==> src/rtl/multicycle_ctrl.sv <==
// Multi-cycle sequencer for an RV32I subset (R/I ALU, LW, SW, BEQ).
// Owns the PC and the fetch handshake, and drives every control input of the regfile/ALU/memory datapath.
module multicycle_ctrl #(
  parameter logic [31:0] RESET_PC = 32'h0000_0000,
  parameter int          TIMEOUT  = 16,
  parameter int          TW       = 8
) (
  input  logic        clock,
  input  logic        reset,
  input  logic        run_i,
  output logic        instr_req_o,
  output logic [31:0] instr_addr_o,
  input  logic [31:0] instr_rdata_i,
  input  logic        instr_ack_i,
  input  logic        zero_flag,
  input  logic        mem_ack_i,
  output logic [4:0]  read_reg_num1,
  output logic [4:0]  read_reg_num2,
  output logic [4:0]  write_reg,
  output logic [3:0]  alu_control,
  output logic        regwrite,
  output logic [31:0] immediate_value_o,
  output logic        alu_src_b_o,
  output logic        mem_read_o,
  output logic        mem_write_o,
  output logic        mem_to_reg_o,
  output logic [31:0] pc_o,
  output logic        halted_o,
  output logic [1:0]  err_code_o
);

  // state  | meaning
  // FETCH  | request instr_addr_o until acked (only while run_i or a request is pending)
  // DECODE | register fields, immediate and ALU op from IR; illegal encodings trap
  // EXEC   | ALU cycle: R/I write back, BEQ resolves the PC, LW/SW form the address
  // MEM    | hold load/store strobes until mem_ack_i
  // TRAP   | halted with err_code_o latched; left only through reset
  typedef enum logic [2:0] {S_FETCH, S_DECODE, S_EXEC, S_MEM, S_TRAP} state_t;
  typedef enum logic [2:0] {K_R, K_I, K_LW, K_SW, K_BEQ} kind_t;

  localparam logic [3:0] ALU_AND = 4'b0000;
  localparam logic [3:0] ALU_OR  = 4'b0001;
  localparam logic [3:0] ALU_ADD = 4'b0010;
  localparam logic [3:0] ALU_XOR = 4'b0011;
  localparam logic [3:0] ALU_SUB = 4'b0100;
  localparam logic [3:0] ALU_SLT = 4'b1000;

  localparam logic [6:0] OP_R   = 7'b0110011;
  localparam logic [6:0] OP_I   = 7'b0010011;
  localparam logic [6:0] OP_LW  = 7'b0000011;
  localparam logic [6:0] OP_SW  = 7'b0100011;
  localparam logic [6:0] OP_BEQ = 7'b1100011;

  localparam logic [TW-1:0] TO_LAST = TW'(TIMEOUT - 1);

  state_t        state_q;
  kind_t         kind_q;
  logic [31:0]   pc_q;
  logic [31:0]   ir_q;
  logic [TW-1:0] wait_cnt;
  logic          hold_q;

  logic [6:0]    opcode;
  logic [2:0]    funct3;
  logic [6:0]    funct7;
  logic [31:0]   imm_i;
  logic [31:0]   imm_s;
  logic [31:0]   imm_b;
  logic [4:0]    f3_dec;
  kind_t         dec_kind;
  logic          dec_illegal;
  logic [3:0]    dec_alu;
  logic [31:0]   dec_imm;
  logic          timeout_hit;

  // {valid, op} for the funct3 values shared by R-type and I-type ALU ops
  function automatic logic [4:0] f3_alu(input logic [2:0] f3);
    case (f3)
      3'b000:  f3_alu = {1'b1, ALU_ADD};
      3'b111:  f3_alu = {1'b1, ALU_AND};
      3'b110:  f3_alu = {1'b1, ALU_OR};
      3'b100:  f3_alu = {1'b1, ALU_XOR};
      3'b010:  f3_alu = {1'b1, ALU_SLT};
      default: f3_alu = {1'b0, ALU_AND};
    endcase
  endfunction

  assign opcode = ir_q[6:0];
  assign funct3 = ir_q[14:12];
  assign funct7 = ir_q[31:25];
  assign imm_i  = {{20{ir_q[31]}}, ir_q[31:20]};
  assign imm_s  = {{20{ir_q[31]}}, ir_q[31:25], ir_q[11:7]};
  assign imm_b  = {{19{ir_q[31]}}, ir_q[31], ir_q[7], ir_q[30:25], ir_q[11:8], 1'b0};
  assign f3_dec = f3_alu(funct3);

  always_comb begin
    dec_kind    = K_R;
    dec_illegal = 1'b0;
    dec_alu     = ALU_ADD;
    dec_imm     = '0;
    case (opcode)
      OP_R: begin
        dec_kind = K_R;
        if (funct7 == 7'b0100000 && funct3 == 3'b000) dec_alu = ALU_SUB;
        else if (funct7 == 7'b0000000 && f3_dec[4])   dec_alu = f3_dec[3:0];
        else                                          dec_illegal = 1'b1;
      end
      OP_I: begin
        dec_kind = K_I;
        dec_imm  = imm_i;
        if (f3_dec[4]) dec_alu = f3_dec[3:0];
        else           dec_illegal = 1'b1;
      end
      OP_LW: begin
        dec_kind    = K_LW;
        dec_imm     = imm_i;
        dec_illegal = (funct3 != 3'b010);
      end
      OP_SW: begin
        dec_kind    = K_SW;
        dec_imm     = imm_s;
        dec_illegal = (funct3 != 3'b010);
      end
      OP_BEQ: begin
        dec_kind    = K_BEQ;
        dec_imm     = imm_b;
        dec_alu     = ALU_SUB;
        dec_illegal = (funct3 != 3'b000);
      end
      default: dec_illegal = 1'b1;
    endcase
  end

  // Request follows run_i in FETCH, but once raised it stays up until acked
  assign instr_req_o  = (state_q == S_FETCH) && (run_i || hold_q);
  assign instr_addr_o = pc_q;
  assign pc_o         = pc_q;
  assign timeout_hit  = (TIMEOUT != 0) && (wait_cnt == TO_LAST);

  always_ff @(posedge clock or negedge reset) begin
    if (!reset) begin
      state_q           <= S_FETCH;
      kind_q            <= K_R;
      pc_q              <= RESET_PC;
      ir_q              <= '0;
      wait_cnt          <= '0;
      hold_q            <= 1'b0;
      read_reg_num1     <= '0;
      read_reg_num2     <= '0;
      write_reg         <= '0;
      alu_control       <= ALU_AND;
      regwrite          <= 1'b0;
      immediate_value_o <= '0;
      alu_src_b_o       <= 1'b0;
      mem_read_o        <= 1'b0;
      mem_write_o       <= 1'b0;
      mem_to_reg_o      <= 1'b0;
      halted_o          <= 1'b0;
      err_code_o        <= 2'b00;
    end else begin
      case (state_q)
        S_FETCH: begin
          if (instr_req_o) begin
            if (instr_ack_i) begin
              ir_q    <= instr_rdata_i;
              hold_q  <= 1'b0;
              state_q <= S_DECODE;
            end else if (timeout_hit) begin
              hold_q     <= 1'b0;
              halted_o   <= 1'b1;
              err_code_o <= 2'b10;
              state_q    <= S_TRAP;
            end else begin
              hold_q <= 1'b1;
              if (wait_cnt != '1) wait_cnt <= wait_cnt + 1'b1;
            end
          end
        end
        S_DECODE: begin
          if (dec_illegal) begin
            halted_o   <= 1'b1;
            err_code_o <= 2'b01;
            state_q    <= S_TRAP;
          end else begin
            kind_q            <= dec_kind;
            read_reg_num1     <= ir_q[19:15];
            read_reg_num2     <= ir_q[24:20];
            write_reg         <= ir_q[11:7];
            alu_control       <= dec_alu;
            immediate_value_o <= dec_imm;
            regwrite          <= (dec_kind == K_R) || (dec_kind == K_I);
            alu_src_b_o       <= (dec_kind == K_I) || (dec_kind == K_LW) || (dec_kind == K_SW);
            state_q           <= S_EXEC;
          end
        end
        S_EXEC: begin
          regwrite <= 1'b0;
          wait_cnt <= '0;
          case (kind_q)
            K_LW: begin
              mem_read_o   <= 1'b1;
              mem_to_reg_o <= 1'b1;
              regwrite     <= 1'b1;
              state_q      <= S_MEM;
            end
            K_SW: begin
              mem_write_o <= 1'b1;
              state_q     <= S_MEM;
            end
            K_BEQ: begin
              pc_q        <= zero_flag ? pc_q + immediate_value_o : pc_q + 32'd4;
              alu_src_b_o <= 1'b0;
              state_q     <= S_FETCH;
            end
            default: begin
              pc_q        <= pc_q + 32'd4;
              alu_src_b_o <= 1'b0;
              state_q     <= S_FETCH;
            end
          endcase
        end
        S_MEM: begin
          if (mem_ack_i) begin
            mem_read_o   <= 1'b0;
            mem_write_o  <= 1'b0;
            mem_to_reg_o <= 1'b0;
            regwrite     <= 1'b0;
            alu_src_b_o  <= 1'b0;
            pc_q         <= pc_q + 32'd4;
            wait_cnt     <= '0;
            state_q      <= S_FETCH;
          end else if (timeout_hit) begin
            mem_read_o   <= 1'b0;
            mem_write_o  <= 1'b0;
            mem_to_reg_o <= 1'b0;
            regwrite     <= 1'b0;
            alu_src_b_o  <= 1'b0;
            halted_o     <= 1'b1;
            err_code_o   <= 2'b11;
            state_q      <= S_TRAP;
          end else if (wait_cnt != '1) begin
            wait_cnt <= wait_cnt + 1'b1;
          end
        end
        default: begin
        end
      endcase
    end
  end

endmodule

==> config.mk <==
export PLATFORM = sky130hd
export DESIGN_NAME = multicycle_ctrl
export DESIGN_NICKNAME = d
export VERILOG_FILES = /design/src/rtl/multicycle_ctrl.sv
export SDC_FILE = /design/constraint.sdc
export NUM_CORES = 1
export LEC_CHECK = 0
export CAP_MARGIN = 20
export CORE_MARGIN = 4
export CORE_UTILIZATION = 25
export DETAILED_ROUTE_END_ITERATION = 10
export PLACE_DENSITY = 0.45
export SLEW_MARGIN = 25
export SYNTH_ARGS = -nofsm -noshare
export SYNTH_HDL_FRONTEND = slang
export SYNTH_SLANG_ARGS = --single-unit
==> constraint.sdc <==
create_clock -name clock -period 2.9 [get_ports clock]
set_input_delay 0.29 -clock clock [delete_from_list [all_inputs] [get_ports clock]]
set_output_delay 0.29 -clock clock [all_outputs]
set_load 0.005 [all_outputs]
## Word-level counts from Yosys, hierarchy flattened

Index checks and enable logic that the tools add are counted.

- Word-level logic and storage cells: 142
- Input bits: 38
- Flip-flop bits (word level): 137

- Bitwise gates (word level): 1
- Multiplexer cells: 55
- Reduce and logical (&&, ||, !) cells: 32
- Equality and inequality tests: 34
- $add $sub $neg: 3

Operators by type and width:

| operator | count |
|---|---|
| 32-bit case mux with 2 select lines | 2 |
| 32-bit case mux with 3 select lines | 1 |
| 32-bit two-way mux | 2 |
| 8-bit two-way mux | 5 |
| 32-bit by 3-bit adder with 32-bit output (second input constant) | 1 |
| 32-bit adder | 1 |
| 5-bit case mux with 5 select lines | 1 |
| 3-bit case mux with 4 select lines | 2 |
| 8-bit case mux with 3 select lines | 1 |
| 2-bit inequality test (second input constant) | 11 |
| 3-bit by 2-bit == test with 1-bit output (second input constant) | 7 |
| 7-bit by 6-bit == test with 1-bit output (second input constant) | 3 |
| 1-bit two-way mux | 18 |
| 3-bit AND reduction | 6 |
| 3-bit two-way mux | 5 |
| 2-bit two-way mux | 7 |
| 3-bit == test (second input constant) | 4 |
| 4-bit two-way mux | 3 |
| 4-bit case mux with 3 select lines | 1 |
| 3-bit nonzero test | 4 |
| 3-bit zero test | 3 |
| 1-bit case mux with 3 select lines | 3 |
| 8-bit by 1-bit adder with 8-bit output (second input constant) | 1 |
| 8-bit by 4-bit == test with 1-bit output (second input constant) | 1 |
| 21 further kinds | 32 |

## Depth between registers and ports, before layout

- Word-level depth: 8
- Gate-level depth with buffers: 11

## Worst setup path after synthesis

No wires, ideal clock.

- Path type: reg2reg
- Start: reg immediate_value_o[30]
- End: reg pc_q[30] (netlist: instr_addr_o[30])
- Stages on the path, launching flop included: 11
- Buffers on the path: 1
- Period minus slack after synthesis: 2.831 ns
- Path slack: 0.069 ns
- Arrival: 2.700 ns
- Required time: 2.769 ns
- Cell sequence: dfrtp_1 -> ha_1 -> clkbuf_1 -> a21o_1 -> a21oi_1 -> inv_1 -> a2111oi_0 -> o41a_1 -> o31ai_2 -> xnor2_1 -> o21ai_1

- Word-level cells in the longest chain between the ends: 4

Ends and longest elaborated chain:

| element | line | source |
|---|---|---|
| start: declaration | 22 | `output logic [31:0] immediate_value_o,` |
| start signal: assignment | 190 | `immediate_value_o <= dec_imm;` |
| 32-bit adder | 211 | `pc_q <= zero_flag ? pc_q + immediate_value_o : pc_q + 32'd4;` |
| 32-bit two-way mux | 211 |  |
| 32-bit case mux with 2 select lines | 199 | `case (kind_q)` |
| 32-bit case mux with 2 select lines | 161 | `case (state_q)` |
| end signal: assignment | 211 |  |
| end signal: assignment | 216 | `pc_q <= pc_q + 32'd4;` |
| end signal: assignment | 229 | `pc_q <= pc_q + 32'd4;` |
| end: declaration | 58 | `logic [31:0] pc_q;` |

Every way passes these cells.
A chain may end at the register's enable or synchronous reset.

## Final worst setup path

- Start: reg immediate_value_o[11]
- End: reg pc_q[28] (netlist: instr_addr_o[28])

Same word-level chain as after synthesis.

==> metrics.cfg <==
[pwr]
p_leak_nw = 4.494
p_int_w = 0.003317
comb_power_share_pct = 9.7
switching_share_pct = 26.81
switchingPower_w = 0.001215
powerDensity_mw_per_mm2 = 430.9
p_seq_share_pct = 41.9
clkPwrFrac_pct = 48.4
ir_drop_v = 0.0003013

[run_status]
status = completed

[clock_tree]
cts_max_path_buffers = 2
cts_root_buf = clkbuf_16
htree_num_levels = 4
cts_made_buffers = 17
clkSinkCount = 118
clkTransAtPathRegs_ns = 0.07
insertion_delay_ns = 0.43
cts_tree = yes

[layout]
stdcell_count = 1457
layout_commonest_cell = clkdlybuf4s50_1
syn2layout_area_growth_pct = 34.08
fillCellCount = 3243
postLayoutCoreUtil_pct = 34.21
num-nets-final = 1121
layout_common_cells = clkdlybuf4s50_1, dfrtp_1, nand2_1
num_antenna_cells = 0
drive_gt1_share_pct = 14.89
postLayoutCellArea_sq_mm = 0.01052

[grt]
globalRouteOverflowTotal = 0
grt_start_max_net_pins = 54
antenna_found_initial = 0
grt_pass1_wl_mm = 40.23
track_usage_pct = 14.96
grt_pass1_vias = 7023

[floorplan]
die_h_um = 185.2
die_x_um = 185.2
die-area_sq_mm = 0.03428
initial_utilization_pct = 25.52
rows = 64
coreArea_sq_mm = 0.03075
io_pins = 162

[setup_path]
reg2reg_from = immediate_value_o[11]
worstSetupEndpointType = flop
worst-endpoint-required_ns = 3.25
cp.arrival_ns = 3.08
rrSetupSlack_ns = 0.17
worstSetupStartpointType = flop
worstSetupPathType = flop to flop
crit_fanout = 4
crit_start = immediate_value_o[11]

[logic_synthesis]
avgSynthCellArea_sq_um = 8.747
synthArstFlopShare_pct = 100.0
synthSimpleGateAreaFrac_pct = 18.74
synth_top_area_cell = dfrtp_1
synthMuxAreaShare_pct = 7.702
yosys_warnings = 0
synth_fa_ha_area_share_pct = 5.517
synth_area_sq_mm = 0.007846
synth-main-ff-cell = dfrtp_1
ys_seq_area_share_pct = 37.63
synth_xor_area_share_pct = 3.460
synth_top_family_by_area = compound AO/OA/AOI/OAI gates
synth-edff-count = 0
synth-seq-cells = 118
synth_cell_types = 76
synth_compound_area_share_pct = 19.49
postSynthCellCount = 897
synthesis.nets = 969
synth_top_area_share_pct = 37.63
ys_top_cells_by_area = dfrtp_1, mux2_2, ha_1

[detailed_routing]
drt_iter0_drc = 372
drt_pass1_iterations = 5
ant_nets = 0
drc = 0
routed_wl_mm = 25.62
vias = 7107
wl_per_cell_um = 17.58
viasPerCell = 4.878

[sta]
finalCritPeriodShare_pct = 94.25
slew_headroom_pct = 48.41
final_max_slew_viol_count = 0
tightest_slew_ns = 0.7738
rsz0062_at_grt = no
finalWorstSetupSlack_ns = 0.1669
fin_tns_setup_ns = 0
fin_crit_ns = 2.733
finalSetupViolCount = 0
fmax_ghz = 0.3659
hold_viol = 0
clock_skew_ns = 0.01615

[min_path]
hp-class = input port to async pin

[place]
placed_cell_area_sq_mm = 0.009877
io_buffers = 161
post-dp-hpwl_mm = 19.42
dp_slack_ns = 0.1100
gp_congestion = 0.8621
dp.cells = 1424

[flow_run]
maxCapViolations = 0

==> critical path: stages, from the launching register on <==
cell,delay (ns)
dfrtp_1,0.40
ha_1,0.30
nand3_1,0.16
or3b_1,0.39
a31o_1,0.25
a311oi_2,0.38
o31ai_2,0.12
a211oi_2,0.21
mux2_1,0.34
o21ai_1,0.11
==> power by group through the flow <==
stage	Sequential [W]	Clock, W	Combinational [W]
5_1_grt	0.00192	0.00234	0.000496
4_1_cts	0.00190	0.00226	0.000451
3_3_place_gp	0.00193	0	0.000444
3_5_place_dp	0.00193	0	0.000448
2_1_floorplan	0.00189	0	0.000250
6_report	0.00190	0.00220	0.000440
==> cells by family (layout without fill, tap and decap cells) <==
| logic type | count (synthesis) | after routing |
|---|---|---|
| simple gates | 315 | 315 |
| xor+xnor | 31 | 31 |
| flops | 118 | 118 |
| mux | 54 | 54 |
| fa+ha+maj | 34 | 34 |
| compound gates | 243 | 243 |
| buf+inv | 102 | 266 |
==> cell usage after synthesis, types with 15 or more instances <==
| library cell | number |
|---|---|
| a21o_1 | 19 |
| a21oi_1 | 77 |
| buf_4 | 52 |
| clkbuf_1 | 26 |
| dfrtp_1 | 118 |
| ha_1 | 33 |
| inv_1 | 15 |
| mux2_2 | 45 |
| nand2_1 | 106 |
| nand3_1 | 31 |
| nor2_1 | 79 |
| nor3_1 | 20 |
| o21ai_0 | 57 |
| xnor2_1 | 16 |
| xor2_1 | 15 |
==> worst paths after layout <==
| kind | end | depth (start not counted) |
|---|---|---|
| max in group asynchronous | instr_addr_o[12] | 3 |
| hold / removal | write_reg[4] | 2 |
| hold reg to reg | halted_o | 1 |
| setup reg to reg | instr_addr_o[28] | 9 |
| min in group clock | ir_q[19] | 2 |
| setup / recovery | instr_addr_o[28] | 9 |
==> through the flow <==
step                      hold slack [ns]  total power (W)
after floorplan                 -0.005591         0.002139
after global placement             0.4227         0.002372
after detailed placement           0.4219         0.002376
after CTS                          0.4484         0.004605
after global routing               0.4471         0.004751
final                              0.4564         0.004533
==> cell type report <==
class / count / area, sq um / share of cell area (%)
sequential: 118 / 2954 / 28.08
clock buffer: 17 / 425.4 / 4.044
tap: 396 / 495.5 / 4.710
clock inverter: 14 / 163.9 / 1.558
multi-input combinational: 677 / 4345 / 41.31
timing repair buffer: 220 / 2079 / 19.77
inverter: 15 / 56.30 / 0.5352
==> layer usage <==
| layer | global-route usage, % | up-vias | wire (um) |
|---|---|---|---|
| met5 | 0 | - | 0 |
| met4 | 3.464 | 0 | 280 |
| met3 | 4.379 | 15 | 1820 |
| met2 | 24.00 | 206 | 11740 |
| met1 | 20.01 | 3390 | 11780 |
| li1 | - | 3496 | - |
==> timing repair <==
| item | 4_1_cts | 5_1_grt |
|---|---|---|
| gates resized for setup | 0 | 6 |
| setup buffers | 0 | 1 |
| endpoints found under the setup margin | 0 | 7 |
| hold endpoints to repair | 51 | 0 |
| hold buffers | 1 | 0 |
Power figures use the tool's default switching activity.
